--- src/rtl/fetch_pkg.sv ---
// Shared fetch-path definitions: instruction geometry, halt marker and the
// instruction/PC bundle handed to the IF/ID register.
package fetch_pkg;

    localparam int INSTR_WIDTH    = 32;
    localparam int INSTR_BYTES    = 4;
    localparam int FETCH_PC_WIDTH = 64;

    localparam logic [INSTR_WIDTH-1:0] HALT_WORD = 32'h0000_0000;

    typedef struct packed {
        logic [INSTR_WIDTH-1:0]    instr;
        logic [FETCH_PC_WIDTH-1:0] pc;
    } fetch_out_t;

endpackage

--- src/rtl/fetch_unpack_buffer_sync_fifo.sv ---
// Synchronous FIFO with flush, occupancy count and full/empty flags.
// Push is ignored when full and pop is ignored when empty.
module sync_fifo #(
    parameter  int WIDTH = 64,
    parameter  int DEPTH = 4,
    localparam int PTR_W = $clog2(DEPTH),
    localparam int CNT_W = $clog2(DEPTH + 1)
) (
    input  logic             clk,
    input  logic             rst_n,
    input  logic             flush,
    input  logic             push,
    input  logic             pop,
    input  logic [WIDTH-1:0] wdata,
    output logic [WIDTH-1:0] rdata,
    output logic [CNT_W-1:0] count,
    output logic             full,
    output logic             empty
);

    logic [WIDTH-1:0] mem [DEPTH];
    logic [PTR_W-1:0] wr_ptr;
    logic [PTR_W-1:0] rd_ptr;
    logic             do_push;
    logic             do_pop;

    assign full    = (count == CNT_W'(DEPTH));
    assign empty   = (count == '0);
    assign do_push = push && !full;
    assign do_pop  = pop && !empty;
    assign rdata   = mem[rd_ptr];

    // Pointers are exactly log2(DEPTH) bits, so they wrap without extra logic.
    always_ff @(posedge clk) begin
        if (!rst_n || flush) begin
            wr_ptr <= '0;
            rd_ptr <= '0;
            count  <= '0;
        end else begin
            if (do_push) wr_ptr <= wr_ptr + PTR_W'(1);
            if (do_pop)  rd_ptr <= rd_ptr + PTR_W'(1);
            case ({do_push, do_pop})
                2'b10:   count <= count + CNT_W'(1);
                2'b01:   count <= count - CNT_W'(1);
                default: count <= count;
            endcase
        end
    end

    always_ff @(posedge clk) begin
        if (rst_n && !flush && do_push) mem[wr_ptr] <= wdata;
    end

endmodule

--- src/rtl/fetch_unpack_buffer.sv ---
// Buffers 64-bit fetch beats and presents them as two 32-bit instructions
// (lower half first) with their PC; handles redirect, misaligned start and halt.
module fetch_unpack_buffer
    import fetch_pkg::*;
#(
    parameter int DEPTH      = 4,
    parameter int DATA_WIDTH = 64,
    parameter int ADDR_WIDTH = 64
) (
    input  logic                         clk,
    input  logic                         reset,
    input  logic                         start_valid,
    input  logic [ADDR_WIDTH-1:0]        start_pc,
    input  logic [DATA_WIDTH-1:0]        in_data,
    input  logic                         in_valid,
    output logic                         in_ready,
    output logic [INSTR_WIDTH-1:0]       out_instr,
    output logic [ADDR_WIDTH-1:0]        out_pc,
    output logic                         out_valid,
    input  logic                         out_ready,
    output logic                         out_halt,
    output logic [$clog2(DEPTH+1)-1:0]   count
);

    logic [DATA_WIDTH-1:0]  head_beat;
    logic [INSTR_WIDTH-1:0] head_word;
    logic                   fifo_full;
    logic                   fifo_empty;
    logic                   half_q;
    logic [ADDR_WIDTH-1:0]  pc_q;
    logic                   halt_q;
    logic                   push;
    logic                   pop;
    logic                   out_fire;
    logic                   head_is_halt;
    logic                   unused_start_pc_lsbs;
    fetch_out_t             out_bus;

    // Instructions are word aligned; the two low PC bits carry no information.
    assign unused_start_pc_lsbs = ^start_pc[1:0];

    sync_fifo #(
        .WIDTH (DATA_WIDTH),
        .DEPTH (DEPTH)
    ) u_beat_fifo (
        .clk   (clk),
        .rst_n (reset),
        .flush (start_valid),
        .push  (push),
        .pop   (pop),
        .wdata (in_data),
        .rdata (head_beat),
        .count (count),
        .full  (fifo_full),
        .empty (fifo_empty)
    );

    assign head_word    = half_q ? head_beat[2*INSTR_WIDTH-1:INSTR_WIDTH]
                                 : head_beat[INSTR_WIDTH-1:0];
    assign head_is_halt = !fifo_empty && (head_word == HALT_WORD);

    // in_ready depends only on registered state and start_valid, never on out_ready.
    assign in_ready  = reset && !fifo_full && !halt_q && !start_valid;
    assign out_valid = reset && !fifo_empty && !halt_q && !start_valid && !head_is_halt;
    assign push      = in_valid && in_ready;
    assign out_fire  = out_valid && out_ready;
    assign pop       = out_fire && half_q;

    assign out_bus.instr = head_word;
    assign out_bus.pc    = FETCH_PC_WIDTH'(pc_q);
    assign out_instr     = out_bus.instr;
    assign out_pc        = ADDR_WIDTH'(out_bus.pc);
    assign out_halt      = halt_q;

    // A redirect starting at an odd word begins on the upper half of its first beat.
    always_ff @(posedge clk) begin
        if (!reset) begin
            half_q <= 1'b0;
            pc_q   <= '0;
            halt_q <= 1'b0;
        end else if (start_valid) begin
            half_q <= start_pc[2];
            pc_q   <= {start_pc[ADDR_WIDTH-1:2], 2'b00};
            halt_q <= 1'b0;
        end else begin
            if (out_fire) begin
                half_q <= !half_q;
                pc_q   <= pc_q + ADDR_WIDTH'(INSTR_BYTES);
            end
            if (head_is_halt) halt_q <= 1'b1;
        end
    end

endmodule

--- config.mk ---
export PLATFORM = sky130hd
export DESIGN_NAME = fetch_unpack_buffer
export DESIGN_NICKNAME = d
export VERILOG_FILES = /design/src/rtl/fetch_pkg.sv /design/src/rtl/fetch_unpack_buffer_sync_fifo.sv /design/src/rtl/fetch_unpack_buffer.sv
export SDC_FILE = /design/constraint.sdc
export NUM_CORES = 1
export LEC_CHECK = 0
export BUFFER_PORTS_ARGS = -buffer_cell sky130_fd_sc_hd__buf_2
export CAP_MARGIN = 5
export CORE_ASPECT_RATIO = 0.7
export CORE_MARGIN = 2
export CORE_UTILIZATION = 51
export CTS_CLUSTER_SIZE = 24
export DETAILED_ROUTE_END_ITERATION = 10
export HOLD_SLACK_MARGIN = 0.05
export PLACE_DENSITY = 0.85
export SLEW_MARGIN = 25
export SYNTH_ARGS = -nofsm -noshare
export SYNTH_HDL_FRONTEND = slang
export SYNTH_SLANG_ARGS = --single-unit
--- constraint.sdc ---
create_clock -name clk -period 3.8 [get_ports clk]
set_clock_uncertainty 0.2 [all_clocks]
set_input_delay 0.57 -clock clk [delete_from_list [all_inputs] [get_ports clk]]
set_output_delay 0.57 -clock clk [all_outputs]
set_load 0.02 [all_outputs]
==> After elaboration in Yosys (flattened, before gate mapping) <==
Memories as Yosys holds them, arrays and structs flattened. A register that Yosys moved wholly into a read port is not among the register bits.
Cells that the tools add are included.
{ "totals": {"reg_bits": 73, "ram_bits": 256, "in_bits": 133, "output_inout_bits": 102, "memories": 1} }
{ "op_classes": {"addsub": 5, "n_eq_ne": 3, "muxes": 10, "n_bitwise": 1, "n_reduce_logical": 28} }
{ "mem_list": {"columns": ["memory", "depth", "width", "rd", "rd_ports_with_merged_regs", "wr", "line_no", "text"], "rows": [
  ["u_beat_fifo.mem", 4, 64, 1, 1, 1, "fetch_unpack_buffer_sync_fifo.sv:21", "logic [WIDTH-1:0] mem [DEPTH];"]
]} }
{ "op_table": {"columns": ["op", "count"], "rows": [
  ["64-bit two-way mux", 2],
  ["64-bit by 3-bit adder with 64-bit output (second input constant)", 1],
  ["32-bit zero test", 1],
  ["32-bit two-way mux", 1],
  ["1-bit logical AND", 15],
  ["1-bit zero test", 7],
  ["3-bit case mux with 2 select lines", 1],
  ["2-bit by 1-bit adder with 2-bit output (second input constant)", 2],
  ["1-bit two-way mux", 4],
  ["2-bit two-way mux", 2],
  ["2-bit nonzero test", 2],
  ["3-bit by 1-bit adder with 3-bit output (second input constant)", 1],
  ["3-bit == test (second input constant)", 1],
  ["3-bit zero test", 1],
  ["3-bit by 1-bit subtractor with 3-bit output (second input constant)", 1],
  ["2-bit by 1-bit == test with 1-bit output (second input constant)", 1],
  ["2-bit == test (second input constant)", 1],
  ["2-bit OR reduction", 1],
  ["1-bit logical OR", 1],
  ["1-bit inverter", 1]
]} }

==> Longest topological paths before layout <==
{ "logic_depth": {"depth_word": 11, "depth_mapped": 18, "depth_no_buf": 13} }

==> Hierarchy <==
From an unflattened synthesis, not the netlist that was laid out.
{ "unflattened": {"hier_cells": 928, "hier_area_um2": 14022.2} }
{ "by_module_without_submodules": {"columns": ["mod", "instances", "cells_per_inst", "area_each_um2", "seq_area_each_um2"], "rows": [
  ["sync_fifo", 1, 388, 9734.3, 7867.5],
  ["fetch_unpack_buffer", 1, 540, 4287.9, 1281.2]
]} }

==> Worst setup path after synthesis <==
Ideal clock, no wire load.
{ "synth_path": {"path_kind": "flip-flop to flip-flop", "start": "register (tool-made name)", "end": "register u_beat_fifo.count[2]", "t_arrival_ns": 3.692, "required_ns": 3.529, "path_slack_ns": -0.162, "path_stages_with_launch": 18, "n_path_buf": 4, "synth_period_minus_slack_ns": 3.962, "path_cell_list": "dfxtp_1 -> buf_6 -> buf_4 -> mux4_2 -> mux2_2 -> nor2_1 -> nand4b_1 -> a2111oi_2 -> buf_4 -> buf_6 -> nor2_1 -> and3_1 -> ha_1 -> inv_1 -> fa_1 -> xor2_1 -> or3_1 -> a21oi_1"} }
{ "synth_lines": {"columns": ["item", "line_no", "text"], "rows": [
  ["to (signal assigned)", "fetch_unpack_buffer_sync_fifo.sv:43", "2'b10: count <= count + CNT_W'(1);"],
  ["to (signal assigned)", "fetch_unpack_buffer_sync_fifo.sv:44", "2'b01: count <= count - CNT_W'(1);"],
  ["to (signal assigned)", "fetch_unpack_buffer_sync_fifo.sv:45", "default: count <= count;"],
  ["to (decl)", "fetch_unpack_buffer_sync_fifo.sv:16", "output logic [CNT_W-1:0] count,"]
]} }

==> flow_summary_export.csv <==
group,metric,value,unit
run_status,status,"complete, but fails checks",
run_status,violations,"negative setup slack",
power_and_ir_drop,power_density,430,nW/um^2
critical_path,rr_worst_depth,14,
drt,wl_per_cell,22.3,um
floorplan,row_count,51,
clock_tree,clockRootBuffer,"clkbuf_16",
yosys,ys_seq_elements,329,
yosys,synth-edff-count,256,
clock_tree,htreeDepth,2,
placed_design,place_ws,-0.0497,ns
worst_hold_path,hold_end,"u_beat_fifo.mem[1][32]",
yosys,yosysUniqueCellTypes,57,
floorplan,coreArea,27800,um^2
drt,drtAntennaViolNets,0,
global_route,grt_pass1_wl,56800,um
clock_tree,cts.sinks,329,
critical_path,reg2reg_slack,0.05,ns
cells_and_area,final_cell_mix,"edfxtp_1 (256), buf_2 (229), dfxtp_1 (70)",
critical_path,crit_path_end_kind,"output port",
critical_path,worstPathRequired,3.03,ns
cells_and_area,drive_above_1_share,0.356,
power_and_ir_drop,p_leak,0.00619,uW
yosys,avgSynthCellArea,14.3,um^2
sta,setup_violations,1,
yosys,netlist.area_leader.share,0.532,
floorplan,die_h,145,um
yosys,ys_async_sr_fraction,0,
cells_and_area,final_common_cell,"edfxtp_1",
drt,via_count,10473,
critical_path,cpMaxStageDelayCell,"mux4_2",
power_and_ir_drop,irDropWorstVdd,0.000413,V
floorplan,die_x,205,um
yosys,netlist_area,14400,um^2
clock_tree,numCtsBuffers,34,
clock_tree,clock_path_buffers,3,
drt,drt_iter0_drc,954,
sta,hold_viol_final,0,
global_route,antenna_found_initial,8,
worst_hold_path,hold_class,"in -> reg",
yosys,ys.flop_type,"edfxtp_1",
drt,drc,0,
sta,period_needed,3.89,ns
global_route,globalRouteOverflowTotal,0,
sta,fin_ws,-0.0890,ns
yosys,ys_warn_count,0,
worst_hold_path,min_from,"in_data[32]",
cells_and_area,area_growth,24.7,%
yosys,syn-instance-count,1012,
floorplan,pin_count,235,
clock_tree,cts_tree,"done",
cells_and_area,fin_nets,1455,
global_route,grt_max_degree,88,
sta,grt_setup_unrepaired,"true",
critical_path,arrival,3.12,ns
sta,drv_slew,0,
critical_path,rr_endpoint,"out_pc[6]",
sta,worst_pin_slew,0.806,ns
drt,vias_per_cell,6.10,
flow_run,max_cap_violations,0,
placed_design,place.gp.congestion,0.856,
floorplan,die_area,29700,um^2
yosys,ys_top_cells_by_area,"edfxtp_1 (53%), mux4_2 (10%), dfxtp_1 (10%)",
sta,finalCritPeriodShare,1.02,
cells_and_area,seq_area,9160,um^2
clock_tree,clock_latency,0.54,ns
floorplan,initial_utilization,0.519,
critical_path,path_max_fanout,7,
critical_path,worst_setup_path_start_kind,"flop",
yosys,synth_top_area_cell,"edfxtp_1",
global_route,grt_pass1_vias,10094,
placed_design,port_buffers,230,
cells_and_area,multiInputGateArea,5080,um^2
cells_and_area,final_core_util,0.647,
worst_hold_path,hold_depth,1,
global_route,grt_usage,0.252,
drt,dr.pass1.iters,5,
drt,wl,38200,um
cells_and_area,fill_cells,2010,
sta,slew_headroom,0.462,
yosys,yosysSeqAreaShare,0.634,
clock_tree,clk_pin_slew,0.06,ns
critical_path,worstPathCellList,"buf_12 > mux4_2 > mux2_4 > or2_4 > nand4b_1 > a2111oi_4 > buf_4 > buf_12 > nor4_2 > buf_4",
critical_path,max_stage_delay,0.51,ns
critical_path,critical_path_class,"reg -> out",
sta,clock.fmax,257,MHz
placed_design,hpwl,25400,um
## synthesized netlist by cell type, drive strengths merged, types with 14 or more instances
cell type and n:
edfxtp 256, dfxtp 73, mux4 66, o21ai 58
a21oi 44, nand2 41, nor2 40, xnor2 38
nor4 37, clkbuf 35, nor3 32, inv 29
mux2 29, nand3 29, buf 24, and3 17
a31oi 16, and4 14
## area by class of cell
cell class / instances / area share
Multi-Input combinational cell: 596 / 0.282
Tap cell: 371 / 0.0258
Timing Repair Buffer: 325 / 0.118
Clock buffer: 44 / 0.0516
Sequential cell: 329 / 0.509
Inverter: 29 / 0.00626
Antenna cell: 6 / 0.000834
Clock inverter: 18 / 0.00646
## worst max-delay path: cells and delay by family (launching register included)
family | cells | cell delay (ns)
simple gates | 3 | 0.55
compound gates | 1 | 0.22
flops | 1 | 0.40
mux | 2 | 0.80
buf+inv | 4 | 0.63
## how the worst max path moves through the flow
stage               cells after the start  startpoint                    to
finish                                 10        flop             out_valid
global route                           10        flop             out_valid
CTS                                    10        flop             out_valid
detailed placement                     14        flop  u_beat_fifo.count[2]
global placement                       14        flop  u_beat_fifo.count[2]
floorplan                              17        flop  u_beat_fifo.count[2]
## metrics by stage
| step | setup TNS, ns | hold slack (ns) | std cells | area, um^2 | total power [uW] |
|---|---|---|---|---|---|
| floorplan | -0.0560 | 0.259 | 1013 | 14500 | 4360 |
| global placement | -0.0610 | 0.259 | 1610 | 16300 | 4590 |
| CTS | -0.176 | 0.0506 | 1710 | 17800 | 7770 |
| global route | -1.07 | 0.0564 | 1714 | 18000 | 7970 |
| finish | -0.0890 | 0.0663 | 1718 | 18000 | 7740 |
| detailed placement | -0.0539 | 0.275 | 1610 | 16300 | 4610 |
## logic make-up (layout without fill, tap and decap cells)
group	count (synthesis)	after routing	share of synthesized area
and+or+nand+nor	282	282	0.110
adders and majority gates	7	7	0.00659
xor gates and xnor gates	41	41	0.0249
buffers and inverters	88	416	0.0268
other	1	8	0.000260
AOI/OAI and AO/OA	166	166	0.0698
DFF	329	329	0.634
muxes	98	98	0.128
## registers in the layout (all words and copies together), names as in the netlist, named ones only
| register | flops |
|---|---|
| u_beat_fifo.count | 3 |
| out_pc | 62 |
| u_beat_fifo.wr_ptr | 2 |
| u_beat_fifo.mem | 256 |
| u_beat_fifo.rd_ptr | 2 |
| out_halt | 1 |
| half_q | 1 |
## routing by layer
layer | up-vias | track usage | part of all wire
li1 | 4637 | - | -
met1 | 5229 | 0.350 | 0.42
met2 | 539 | 0.386 | 0.46
met3 | 66 | 0.0690 | 0.095
met4 | 2 | 0.0875 | 0.026
met5 | - | 0 | 0.00018
## timing repair
action / 4_1_cts / 5_1_grt
buffers inserted: 7 / 1
resized for setup: 13 / 27
hold buffers: 31 / 0
endpoints found under the setup margin: 3 / 52
pin swaps: 2 / 5
gates cloned: 0 / 1
hold endpoints to repair: 111 / 0
## report_power, final
part / internal, uW / switching, uW / leakage, uW / total, uW
Sequential: 3940 / 74.2 / 0.00292 / 4020
Combinational: 244 / 325 / 0.00277 / 569
Clock: 1750 / 1400 / 0.000508 / 3150
Total: 5930 / 1800 / 0.00619 / 7740
Power figures use the tool's default switching activity.
